## config.mk

```make
export PLATFORM = sky130hd
export DESIGN_NAME = pll_dyn_ctrl_flat
export DESIGN_NICKNAME = d
export VERILOG_FILES = /design/src/rtl/pll_dyn_ctrl_if.sv /design/src/rtl/pll_dyn_ctrl.sv /design/src/flat_wrapper.sv
export SDC_FILE = /design/constraint.sdc
export NUM_CORES = 1
export LEC_CHECK = 0
export BUFFER_PORTS_ARGS = -buffer_cell sky130_fd_sc_hd__buf_2
export CORE_MARGIN = 2
export CORE_UTILIZATION = 52
export CTS_CLUSTER_DIAMETER = 50
export CTS_CLUSTER_SIZE = 40
export DETAILED_ROUTE_END_ITERATION = 12
export GPL_ROUTABILITY_DRIVEN = 0
export GPL_TIMING_DRIVEN = 0
export PLACE_DENSITY_LB_ADDON = 0.08
export SYNTH_ARGS = -nofsm -noshare
export SYNTH_HDL_FRONTEND = slang
export SYNTH_SLANG_ARGS = --single-unit
```

## constraint.sdc

```tcl
create_clock -name clk -period 2.6 [get_ports clk]
set_clock_uncertainty 0.2 [all_clocks]
set_input_delay 0.52 -clock clk [delete_from_list [all_inputs] [get_ports clk]]
set_output_delay 0.52 -clock clk [all_outputs]
set_load 0.05 [all_outputs]
```

## src/rtl/pll_dyn_ctrl_if.sv

```systemverilog
`default_nettype none
// ============================================================================
// Module   : pll_dyn_ctrl_if
// Purpose  : Handshake bundle carrying divider-set and phase-step requests
//            into pll_dyn_ctrl.
// Revision : 1.0  initial release
// ============================================================================
interface pll_dyn_ctrl_if;
    logic       cfg_valid;
    logic       cfg_ready;
    logic [9:0] cfg_idiv;
    logic [9:0] cfg_fdiv;
    logic [9:0] cfg_odiv0;
    logic [9:0] cfg_duty0;
    logic       phase_req;
    logic       phase_ready;
    logic [2:0] phase_sel_in;
    logic       phase_dir_in;
    logic [7:0] phase_steps;

    modport master (
        output cfg_valid, cfg_idiv, cfg_fdiv, cfg_odiv0, cfg_duty0,
        output phase_req, phase_sel_in, phase_dir_in, phase_steps,
        input  cfg_ready, phase_ready
    );

    modport slave (
        input  cfg_valid, cfg_idiv, cfg_fdiv, cfg_odiv0, cfg_duty0,
        input  phase_req, phase_sel_in, phase_dir_in, phase_steps,
        output cfg_ready, phase_ready
    );
endinterface
`default_nettype wire

```

## src/rtl/pll_dyn_ctrl.sv

```systemverilog
`default_nettype none
// ============================================================================
// Module   : pll_dyn_ctrl
// Purpose  : Dynamic ratio / reset / phase-step controller for GTP_PLL_E3 with
//            filtered lock and timeout. Define PLL_DYN_PHASE_EN for phase steps.
// Revision : 1.0  initial release
// ============================================================================
module pll_dyn_ctrl #(
    parameter int DEF_IDIV     = 2,
    parameter int DEF_FDIV     = 30,
    parameter int DEF_ODIV0    = 3,
    parameter int DEF_DUTY0    = 3,
    parameter int RST_HOLD     = 16,
    parameter int LOCK_FILTER  = 8,
    parameter int LOCK_TIMEOUT = 65535,
    parameter int STEP_GAP     = 4
) (
    input  wire logic       clk,
    input  wire logic       rst_n,
    pll_dyn_ctrl_if.slave   ctl,
    input  wire logic       pll_lock,
    output logic            pll_rst,
    output logic [9:0]      dyn_idiv,
    output logic [9:0]      dyn_fdiv,
    output logic [9:0]      dyn_odiv0,
    output logic [9:0]      dyn_duty0,
    output logic [2:0]      phase_sel,
    output logic            phase_dir,
    output logic            phase_step_n,
    output logic            locked,
    output logic            busy,
    output logic            err_timeout,
    output logic            err_cfg
);

    localparam logic [15:0] c_hold_last = 16'(RST_HOLD - 1);
    localparam logic [15:0] c_filt_last = 16'(LOCK_FILTER - 1);
    localparam logic [15:0] c_tmo_last  = 16'(LOCK_TIMEOUT - 1);
    localparam logic [9:0]  c_def_idiv  = 10'(DEF_IDIV);
    localparam logic [9:0]  c_def_fdiv  = 10'(DEF_FDIV);
    localparam logic [9:0]  c_def_odiv0 = 10'(DEF_ODIV0);
    localparam logic [9:0]  c_def_duty0 = 10'(DEF_DUTY0);

    typedef enum logic [2:0] {
        S_RST_ASSERT = 3'd0,
        S_WAIT_LOCK  = 3'd1,
        S_LOCKED     = 3'd2,
        S_ERROR      = 3'd3
`ifdef PLL_DYN_PHASE_EN
        ,
        S_STEP       = 3'd4,
        S_GAP        = 3'd5
`endif
    } state_t;

    state_t      r_state, w_state_nxt;
    logic        r_lock_meta, r_lock_sync;
    logic [15:0] r_cnt, w_cnt_nxt;
    logic [15:0] r_filt, w_filt_nxt;
    logic [9:0]  r_idiv, r_fdiv, r_odiv0, r_duty0;
    logic [9:0]  w_idiv_nxt, w_fdiv_nxt, w_odiv0_nxt, w_duty0_nxt;
    logic        r_err_timeout, w_err_timeout_nxt;
    logic        r_err_cfg, w_err_cfg_nxt;
    logic        r_pll_rst;
    logic        w_cfg_ready, w_cfg_fire, w_cfg_bad;

`ifdef PLL_DYN_PHASE_EN
    localparam logic [15:0] c_gap_last = 16'(STEP_GAP - 1);
    logic [7:0]  r_remain, w_remain_nxt;
    logic [2:0]  r_phase_sel, w_phase_sel_nxt;
    logic        r_phase_dir, w_phase_dir_nxt;
    logic        r_step_n;
    logic        w_phase_fire;

    assign w_phase_fire    = (r_state == S_LOCKED) && ctl.phase_req &&
                             !ctl.cfg_valid && r_lock_sync;
    assign ctl.phase_ready = w_phase_fire;
    assign phase_sel       = r_phase_sel;
    assign phase_dir       = r_phase_dir;
    assign phase_step_n    = r_step_n;
    assign locked          = (r_state == S_LOCKED) || (r_state == S_STEP) ||
                             (r_state == S_GAP);
`else
    assign ctl.phase_ready = 1'b0;
    assign phase_sel       = 3'd0;
    assign phase_dir       = 1'b0;
    assign phase_step_n    = 1'b1;
    assign locked          = (r_state == S_LOCKED);
`endif

    assign w_cfg_ready   = (r_state == S_LOCKED) || (r_state == S_ERROR);
    assign ctl.cfg_ready = w_cfg_ready;
    assign w_cfg_fire    = ctl.cfg_valid && w_cfg_ready;
    // Duty may legitimately be zero; the three dividers may not.
    assign w_cfg_bad     = (ctl.cfg_idiv == 10'd0) || (ctl.cfg_fdiv == 10'd0) ||
                           (ctl.cfg_odiv0 == 10'd0);

    assign busy        = !w_cfg_ready;
    assign pll_rst     = r_pll_rst;
    assign dyn_idiv    = r_idiv;
    assign dyn_fdiv    = r_fdiv;
    assign dyn_odiv0   = r_odiv0;
    assign dyn_duty0   = r_duty0;
    assign err_timeout = r_err_timeout;
    assign err_cfg     = r_err_cfg;

    always_ff @(posedge clk or negedge rst_n) begin
        if (!rst_n) begin
            r_state       <= S_RST_ASSERT;
            r_lock_meta   <= 1'b0;
            r_lock_sync   <= 1'b0;
            r_cnt         <= 16'd0;
            r_filt        <= 16'd0;
            r_idiv        <= c_def_idiv;
            r_fdiv        <= c_def_fdiv;
            r_odiv0       <= c_def_odiv0;
            r_duty0       <= c_def_duty0;
            r_err_timeout <= 1'b0;
            r_err_cfg     <= 1'b0;
            r_pll_rst     <= 1'b1;
`ifdef PLL_DYN_PHASE_EN
            r_remain      <= 8'd0;
            r_phase_sel   <= 3'd0;
            r_phase_dir   <= 1'b0;
            r_step_n      <= 1'b1;
`endif
        end else begin
            r_state       <= w_state_nxt;
            r_lock_meta   <= pll_lock;
            r_lock_sync   <= r_lock_meta;
            r_cnt         <= w_cnt_nxt;
            r_filt        <= w_filt_nxt;
            r_idiv        <= w_idiv_nxt;
            r_fdiv        <= w_fdiv_nxt;
            r_odiv0       <= w_odiv0_nxt;
            r_duty0       <= w_duty0_nxt;
            r_err_timeout <= w_err_timeout_nxt;
            r_err_cfg     <= w_err_cfg_nxt;
            // PLL-facing strobes are registered from next state to stay glitch-free.
            r_pll_rst     <= (w_state_nxt == S_RST_ASSERT);
`ifdef PLL_DYN_PHASE_EN
            r_remain      <= w_remain_nxt;
            r_phase_sel   <= w_phase_sel_nxt;
            r_phase_dir   <= w_phase_dir_nxt;
            r_step_n      <= (w_state_nxt != S_STEP);
`endif
        end
    end

    always_comb begin
        w_state_nxt       = r_state;
        w_cnt_nxt         = r_cnt;
        w_filt_nxt        = r_filt;
        w_idiv_nxt        = r_idiv;
        w_fdiv_nxt        = r_fdiv;
        w_odiv0_nxt       = r_odiv0;
        w_duty0_nxt       = r_duty0;
        w_err_timeout_nxt = r_err_timeout;
        w_err_cfg_nxt     = 1'b0;
`ifdef PLL_DYN_PHASE_EN
        w_remain_nxt      = r_remain;
        w_phase_sel_nxt   = r_phase_sel;
        w_phase_dir_nxt   = r_phase_dir;
`endif
        case (r_state)
            S_RST_ASSERT: begin
                if (r_cnt == c_hold_last) begin
                    w_state_nxt = S_WAIT_LOCK;
                    w_cnt_nxt   = 16'd0;
                    w_filt_nxt  = 16'd0;
                end else begin
                    w_cnt_nxt = r_cnt + 16'd1;
                end
            end
            S_WAIT_LOCK: begin
                if (r_lock_sync && (r_filt == c_filt_last)) begin
                    w_state_nxt = S_LOCKED;
                end else if (r_cnt == c_tmo_last) begin
                    w_state_nxt       = S_ERROR;
                    w_err_timeout_nxt = 1'b1;
                end else begin
                    w_cnt_nxt  = r_cnt + 16'd1;
                    w_filt_nxt = r_lock_sync ? (r_filt + 16'd1) : 16'd0;
                end
            end
            S_LOCKED, S_ERROR: begin
                if (w_cfg_fire && !w_cfg_bad) begin
                    w_idiv_nxt        = ctl.cfg_idiv;
                    w_fdiv_nxt        = ctl.cfg_fdiv;
                    w_odiv0_nxt       = ctl.cfg_odiv0;
                    w_duty0_nxt       = ctl.cfg_duty0;
                    w_err_timeout_nxt = 1'b0;
                    w_state_nxt       = S_RST_ASSERT;
                    w_cnt_nxt         = 16'd0;
                end else begin
                    w_err_cfg_nxt = w_cfg_fire;
                    if (r_state == S_LOCKED) begin
                        if (!r_lock_sync) begin
                            w_state_nxt = S_WAIT_LOCK;
                            w_cnt_nxt   = 16'd0;
                            w_filt_nxt  = 16'd0;
                        end
`ifdef PLL_DYN_PHASE_EN
                        else if (w_phase_fire) begin
                            w_phase_sel_nxt = ctl.phase_sel_in;
                            w_phase_dir_nxt = ctl.phase_dir_in;
                            w_remain_nxt    = ctl.phase_steps;
                            // One setup GAP cycle lets sel/dir settle before the first pulse.
                            if (ctl.phase_steps != 8'd0) begin
                                w_state_nxt = S_GAP;
                                w_cnt_nxt   = c_gap_last;
                            end
                        end
`endif
                    end
                end
            end
`ifdef PLL_DYN_PHASE_EN
            S_STEP: begin
                w_remain_nxt = r_remain - 8'd1;
                if (!r_lock_sync) begin
                    w_state_nxt  = S_WAIT_LOCK;
                    w_cnt_nxt    = 16'd0;
                    w_filt_nxt   = 16'd0;
                    w_remain_nxt = 8'd0;
                end else begin
                    w_state_nxt = S_GAP;
                    w_cnt_nxt   = 16'd0;
                end
            end
            S_GAP: begin
                if (!r_lock_sync) begin
                    w_state_nxt  = S_WAIT_LOCK;
                    w_cnt_nxt    = 16'd0;
                    w_filt_nxt   = 16'd0;
                    w_remain_nxt = 8'd0;
                end else if (r_cnt == c_gap_last) begin
                    w_state_nxt = (r_remain != 8'd0) ? S_STEP : S_LOCKED;
                end else begin
                    w_cnt_nxt = r_cnt + 16'd1;
                end
            end
`endif
            default: begin
                w_state_nxt = S_RST_ASSERT;
                w_cnt_nxt   = 16'd0;
            end
        endcase
    end

endmodule
`default_nettype wire

```

## src/flat_wrapper.sv

```systemverilog
// flat-port wrapper written by rule: the top's interface ports become plain ports
module pll_dyn_ctrl_flat 
#(
    parameter int DEF_IDIV     = 2,
    parameter int DEF_FDIV     = 30,
    parameter int DEF_ODIV0    = 3,
    parameter int DEF_DUTY0    = 3,
    parameter int RST_HOLD     = 16,
    parameter int LOCK_FILTER  = 8,
    parameter int LOCK_TIMEOUT = 65535,
    parameter int STEP_GAP     = 4
)
  (clk, rst_n, pll_lock, pll_rst, dyn_idiv, dyn_fdiv, dyn_odiv0, dyn_duty0, phase_sel, phase_dir, phase_step_n, locked, busy, err_timeout, err_cfg, ctl_cfg_valid, ctl_cfg_idiv, ctl_cfg_fdiv, ctl_cfg_odiv0, ctl_cfg_duty0, ctl_phase_req, ctl_phase_sel_in, ctl_phase_dir_in, ctl_phase_steps, ctl_cfg_ready, ctl_phase_ready);
  pll_dyn_ctrl_if ctl_i ();
  input  wire logic clk;
  input  wire logic rst_n;
  input  wire logic pll_lock;
  output logic pll_rst;
  output logic [9:0] dyn_idiv;
  output logic [9:0] dyn_fdiv;
  output logic [9:0] dyn_odiv0;
  output logic [9:0] dyn_duty0;
  output logic [2:0] phase_sel;
  output logic phase_dir;
  output logic phase_step_n;
  output logic locked;
  output logic busy;
  output logic err_timeout;
  output logic err_cfg;
  input wire logic [$bits(ctl_i.cfg_valid)-1:0] ctl_cfg_valid;
  input wire logic [$bits(ctl_i.cfg_idiv)-1:0] ctl_cfg_idiv;
  input wire logic [$bits(ctl_i.cfg_fdiv)-1:0] ctl_cfg_fdiv;
  input wire logic [$bits(ctl_i.cfg_odiv0)-1:0] ctl_cfg_odiv0;
  input wire logic [$bits(ctl_i.cfg_duty0)-1:0] ctl_cfg_duty0;
  input wire logic [$bits(ctl_i.phase_req)-1:0] ctl_phase_req;
  input wire logic [$bits(ctl_i.phase_sel_in)-1:0] ctl_phase_sel_in;
  input wire logic [$bits(ctl_i.phase_dir_in)-1:0] ctl_phase_dir_in;
  input wire logic [$bits(ctl_i.phase_steps)-1:0] ctl_phase_steps;
  output wire logic [$bits(ctl_i.cfg_ready)-1:0] ctl_cfg_ready;
  output wire logic [$bits(ctl_i.phase_ready)-1:0] ctl_phase_ready;
  assign ctl_i.cfg_valid = ctl_cfg_valid;
  assign ctl_i.cfg_idiv = ctl_cfg_idiv;
  assign ctl_i.cfg_fdiv = ctl_cfg_fdiv;
  assign ctl_i.cfg_odiv0 = ctl_cfg_odiv0;
  assign ctl_i.cfg_duty0 = ctl_cfg_duty0;
  assign ctl_i.phase_req = ctl_phase_req;
  assign ctl_i.phase_sel_in = ctl_phase_sel_in;
  assign ctl_i.phase_dir_in = ctl_phase_dir_in;
  assign ctl_i.phase_steps = ctl_phase_steps;
  assign ctl_cfg_ready = ctl_i.cfg_ready;
  assign ctl_phase_ready = ctl_i.phase_ready;
  pll_dyn_ctrl #(.DEF_IDIV(DEF_IDIV), .DEF_FDIV(DEF_FDIV), .DEF_ODIV0(DEF_ODIV0), .DEF_DUTY0(DEF_DUTY0), .RST_HOLD(RST_HOLD), .LOCK_FILTER(LOCK_FILTER), .LOCK_TIMEOUT(LOCK_TIMEOUT), .STEP_GAP(STEP_GAP)) u_core (.clk(clk), .rst_n(rst_n), .ctl(ctl_i), .pll_lock(pll_lock), .pll_rst(pll_rst), .dyn_idiv(dyn_idiv), .dyn_fdiv(dyn_fdiv), .dyn_odiv0(dyn_odiv0), .dyn_duty0(dyn_duty0), .phase_sel(phase_sel), .phase_dir(phase_dir), .phase_step_n(phase_step_n), .locked(locked), .busy(busy), .err_timeout(err_timeout), .err_cfg(err_cfg));
endmodule
```

==> results.json <==
{
  "run_status": "finished, final reports clean",
  "worstPathRequired_ns": 2.63,
  "cp_common_cell": "a31oi_1",
  "crit_chain": "ha_1 > nor4bb_2 > nand4_1 > a2bb2oi_2 > clkbuf_1 > a31oi_1 > a31oi_1",
  "drt_iter0_markers": 152,
  "power_density_nw_per_um2": 599,
  "core_um2": 7210,
  "drt-total-wl_mm": 8.99,
  "yosysTopAreaCellShare_pct": 45.3,
  "start_util_pct": 53.6,
  "cts_root_buf": "clkbuf_8",
  "remaining_drc_errors": 0,
  "cpPeakStageDelay_ns": 0.40,
  "rsz0062_at_grt": "false",
  "final_cells": 565,
  "synth_area_leaders": "dfrtp_1 45%, mux2_2 12%, a31oi_1 7.8%, dfstp_2 6.8%, and3_1 2.7%",
  "hold_path_class": "in -> reg",
  "ant_nets": 0,
  "grt_use_total_pct": 23.0,
  "cts_made_buffers": 9,
  "rows": 31,
  "fmax_ghz": 0.416,
  "cts_max_level": 3,
  "cts.sinks": 80,
  "die_w_um": 90.3,
  "grt_first_pass_wirelength_mm": 15.2,
  "post-route-period-util_pct": 92.4,
  "cts_setup_buffers": 0,
  "slew_headroom_pct": 63.0,
  "synth_warnings": 0,
  "ff_latch_area_um2": 2010,
  "final_max_slew_viol_count": 0,
  "hpwlAfterDp_mm": 6.56,
  "die-area_um2": 8150,
  "num-fill-cells": 619,
  "cp_slowest_cell": "nor4bb_2",
  "crit_fanout": 10,
  "viasPerCell": 5.63,
  "clock_path_buffers": 2,
  "finalHoldViolations": 0,
  "grt_max_degree": 42,
  "maxCapViolCount": 0,
  "die_h_um": 90.3,
  "gr-total-overflow": 0,
  "synthArstFlopShare_pct": 100,
  "synth_area_per_cell_um2": 10.9,
  "dp.cells": 548,
  "path_depth": 7,
  "n_antenna_cell": 0,
  "syn_area_um2": 3870,
  "crit_buf_inv": 1,
  "grt_pass1_vias": 3308,
  "multiInputGateArea_um2": 1730,
  "post_route_cells_drive_above_1_share_pct": 38.2,
  "num-nets-final": 521,
  "insertion_delay_ns": 0.36,
  "cp.arrival_ns": 2.43,
  "antenna_found_initial": 0,
  "yosysMostFrequentCell": "dfrtp_1",
  "critical_path_class": "reg -> reg",
  "stdcell_area_um2": 4690,
  "synthFlopType": "dfrtp_1",
  "ys_top_cells_by_count": "70 x dfrtp_1, 48 x a31oi_1, 41 x mux2_2, 21 x nand2_1",
  "dpl_cell_area_um2": 4490,
  "num_vias": 3183,
  "ys_ff_latch": 80,
  "area_delta_synth_final_pct": 21.1,
  "synthCells": 354,
  "hold_depth": 1,
  "ys_seq_area_share_pct": 52.1,
  "dr.pass1.iters": 4,
  "clkTransAtPathRegs_ns": 0.09,
  "cp-end-kind": "register",
  "reg2regPathDepth": 7,
  "vdd_ir_drop_max_mv": 0.379,
  "cts_tree": "done",
  "setup_viol": 0,
  "startpoint_type": "register",
  "numPortBuffers": 89,
  "finalCriticalPeriod_ns": 2.40,
  "wire_per_inst_um": 15.9,
  "io_pins": 109,
  "synthDistinctLibCells": 42,
  "synth_top_cell_by_area": "dfrtp_1",
  "synth_edf_count": 0,
  "tightest_slew_ns": 0.555,
  "leakage_nw": 2.26,
  "whs_ns": 0.0664,
  "critical-path-top-delay-family": "simple AND/OR/NAND/NOR gates"
}
cells by family after synthesis:
family / Yosys count / share of synthesized area, %
compound gates: 69 / 11.9
other cells: 2 / 0.194
flops: 80 / 52.1
buf+inv: 32 / 4.24
mux: 44 / 12.7
simple gates: 124 / 18.0
fa+ha+maj: 3 / 0.970
power breakdown:
group / internal [mW] / total, mW / switching [mW]
combinational: 0.176 / 0.501 / 0.325
clock: 0.355 / 0.853 / 0.498
sequential: 1.35 / 1.45 / 0.102
cell type report:
class / instances / share of cell area, %
sequential: 80 / 43.0
multi-input combinational: 247 / 36.8
timing repair buffer: 91 / 10.2
buffer: 24 / 2.91
clock buffer: 9 / 2.64
tap: 99 / 2.64
clock inverter: 7 / 1.15
inverter: 8 / 0.641
sequential cells by signal (all words and copies together) (netlist names), 3 cells and up:
signal,flops
u_core.r_state,3
u_core.dyn_fdiv,10
u_core.r_cnt,16
u_core.dyn_duty0,10
u_core.r_filt,16
u_core.dyn_idiv,10
u_core.dyn_odiv0,10
stage by stage:
step / power [mW] / setup TNS (ns) / utilization (%) / worst slack, ns
CTS: 2.83 / 0 / 64.8 / 0.151
finish: 2.81 / 0 / 64.9 / 0.197
global route: 2.95 / 0 / 64.9 / 0.0260
detailed placement: 1.97 / -3.72 / 62.2 / -0.129
floorplan: 1.81 / 0 / - / 0.0767
global placement: 1.95 / -2.33 / 61.9 / -0.0869
routing by layer:
metal	wire (µm)	share of wire, %	track usage, %
met1	3900	43	29.3
met2	4200	47	37.2
met3	763	8.5	6.68
met4	133	1.5	9.36
met5	0	0	0
path summary, 6_finish.rpt:
check                                              from                             end  slack (ns)
max in group asynchronous                         rst_n  u_core.dyn_fdiv[2]$_DFFE_PN1P_        1.04
hold reg to reg            u_core.r_lock_meta$_DFF_PN0_    u_core.r_lock_sync$_DFF_PN0_        0.18
setup reg to reg           u_core.r_filt[0]$_DFFE_PN0P_     u_core.r_cnt[2]$_DFFE_PN0P_        0.20
setup / recovery           u_core.r_filt[0]$_DFFE_PN0P_     u_core.r_cnt[2]$_DFFE_PN0P_        0.20
min in group asynchronous                         rst_n     u_core.r_cnt[7]$_DFFE_PN0P_        0.49
hold / removal                                 pll_lock    u_core.r_lock_meta$_DFF_PN0_        0.07
placed cells by master, fill, tap and decap left out, drive strengths merged, types with 2 or more instances in the layout:
master | netlist | final
a31oi | 48 | 48
a41oi | 3 | 3
and3 | 17 | 17
and4 | 3 | 3
buf | 11 | 101
clkbuf | 13 | 22
clkinvlp | 0 | 3
conb | 2 | 7
dfrtp | 70 | 70
dfstp | 10 | 10
ha | 3 | 3
inv | 8 | 11
mux2 | 41 | 41
mux2i | 3 | 3
nand2 | 21 | 21
nand2b | 15 | 15
nand3 | 16 | 16
nand4 | 8 | 8
nor2 | 17 | 17
nor2b | 2 | 2
nor3 | 3 | 3
nor4 | 14 | 14
o211ai | 2 | 2
o21a | 4 | 4
o21ai | 7 | 7
repair_timing:
action | in CTS | in global routing
endpoints found under the setup margin | 0 | 4
hold endpoints to repair | 38 | 0
gates resized for setup | 0 | 5
hold buffers | 1 | 0
Note: power is estimated with default switching activity, not from simulation.
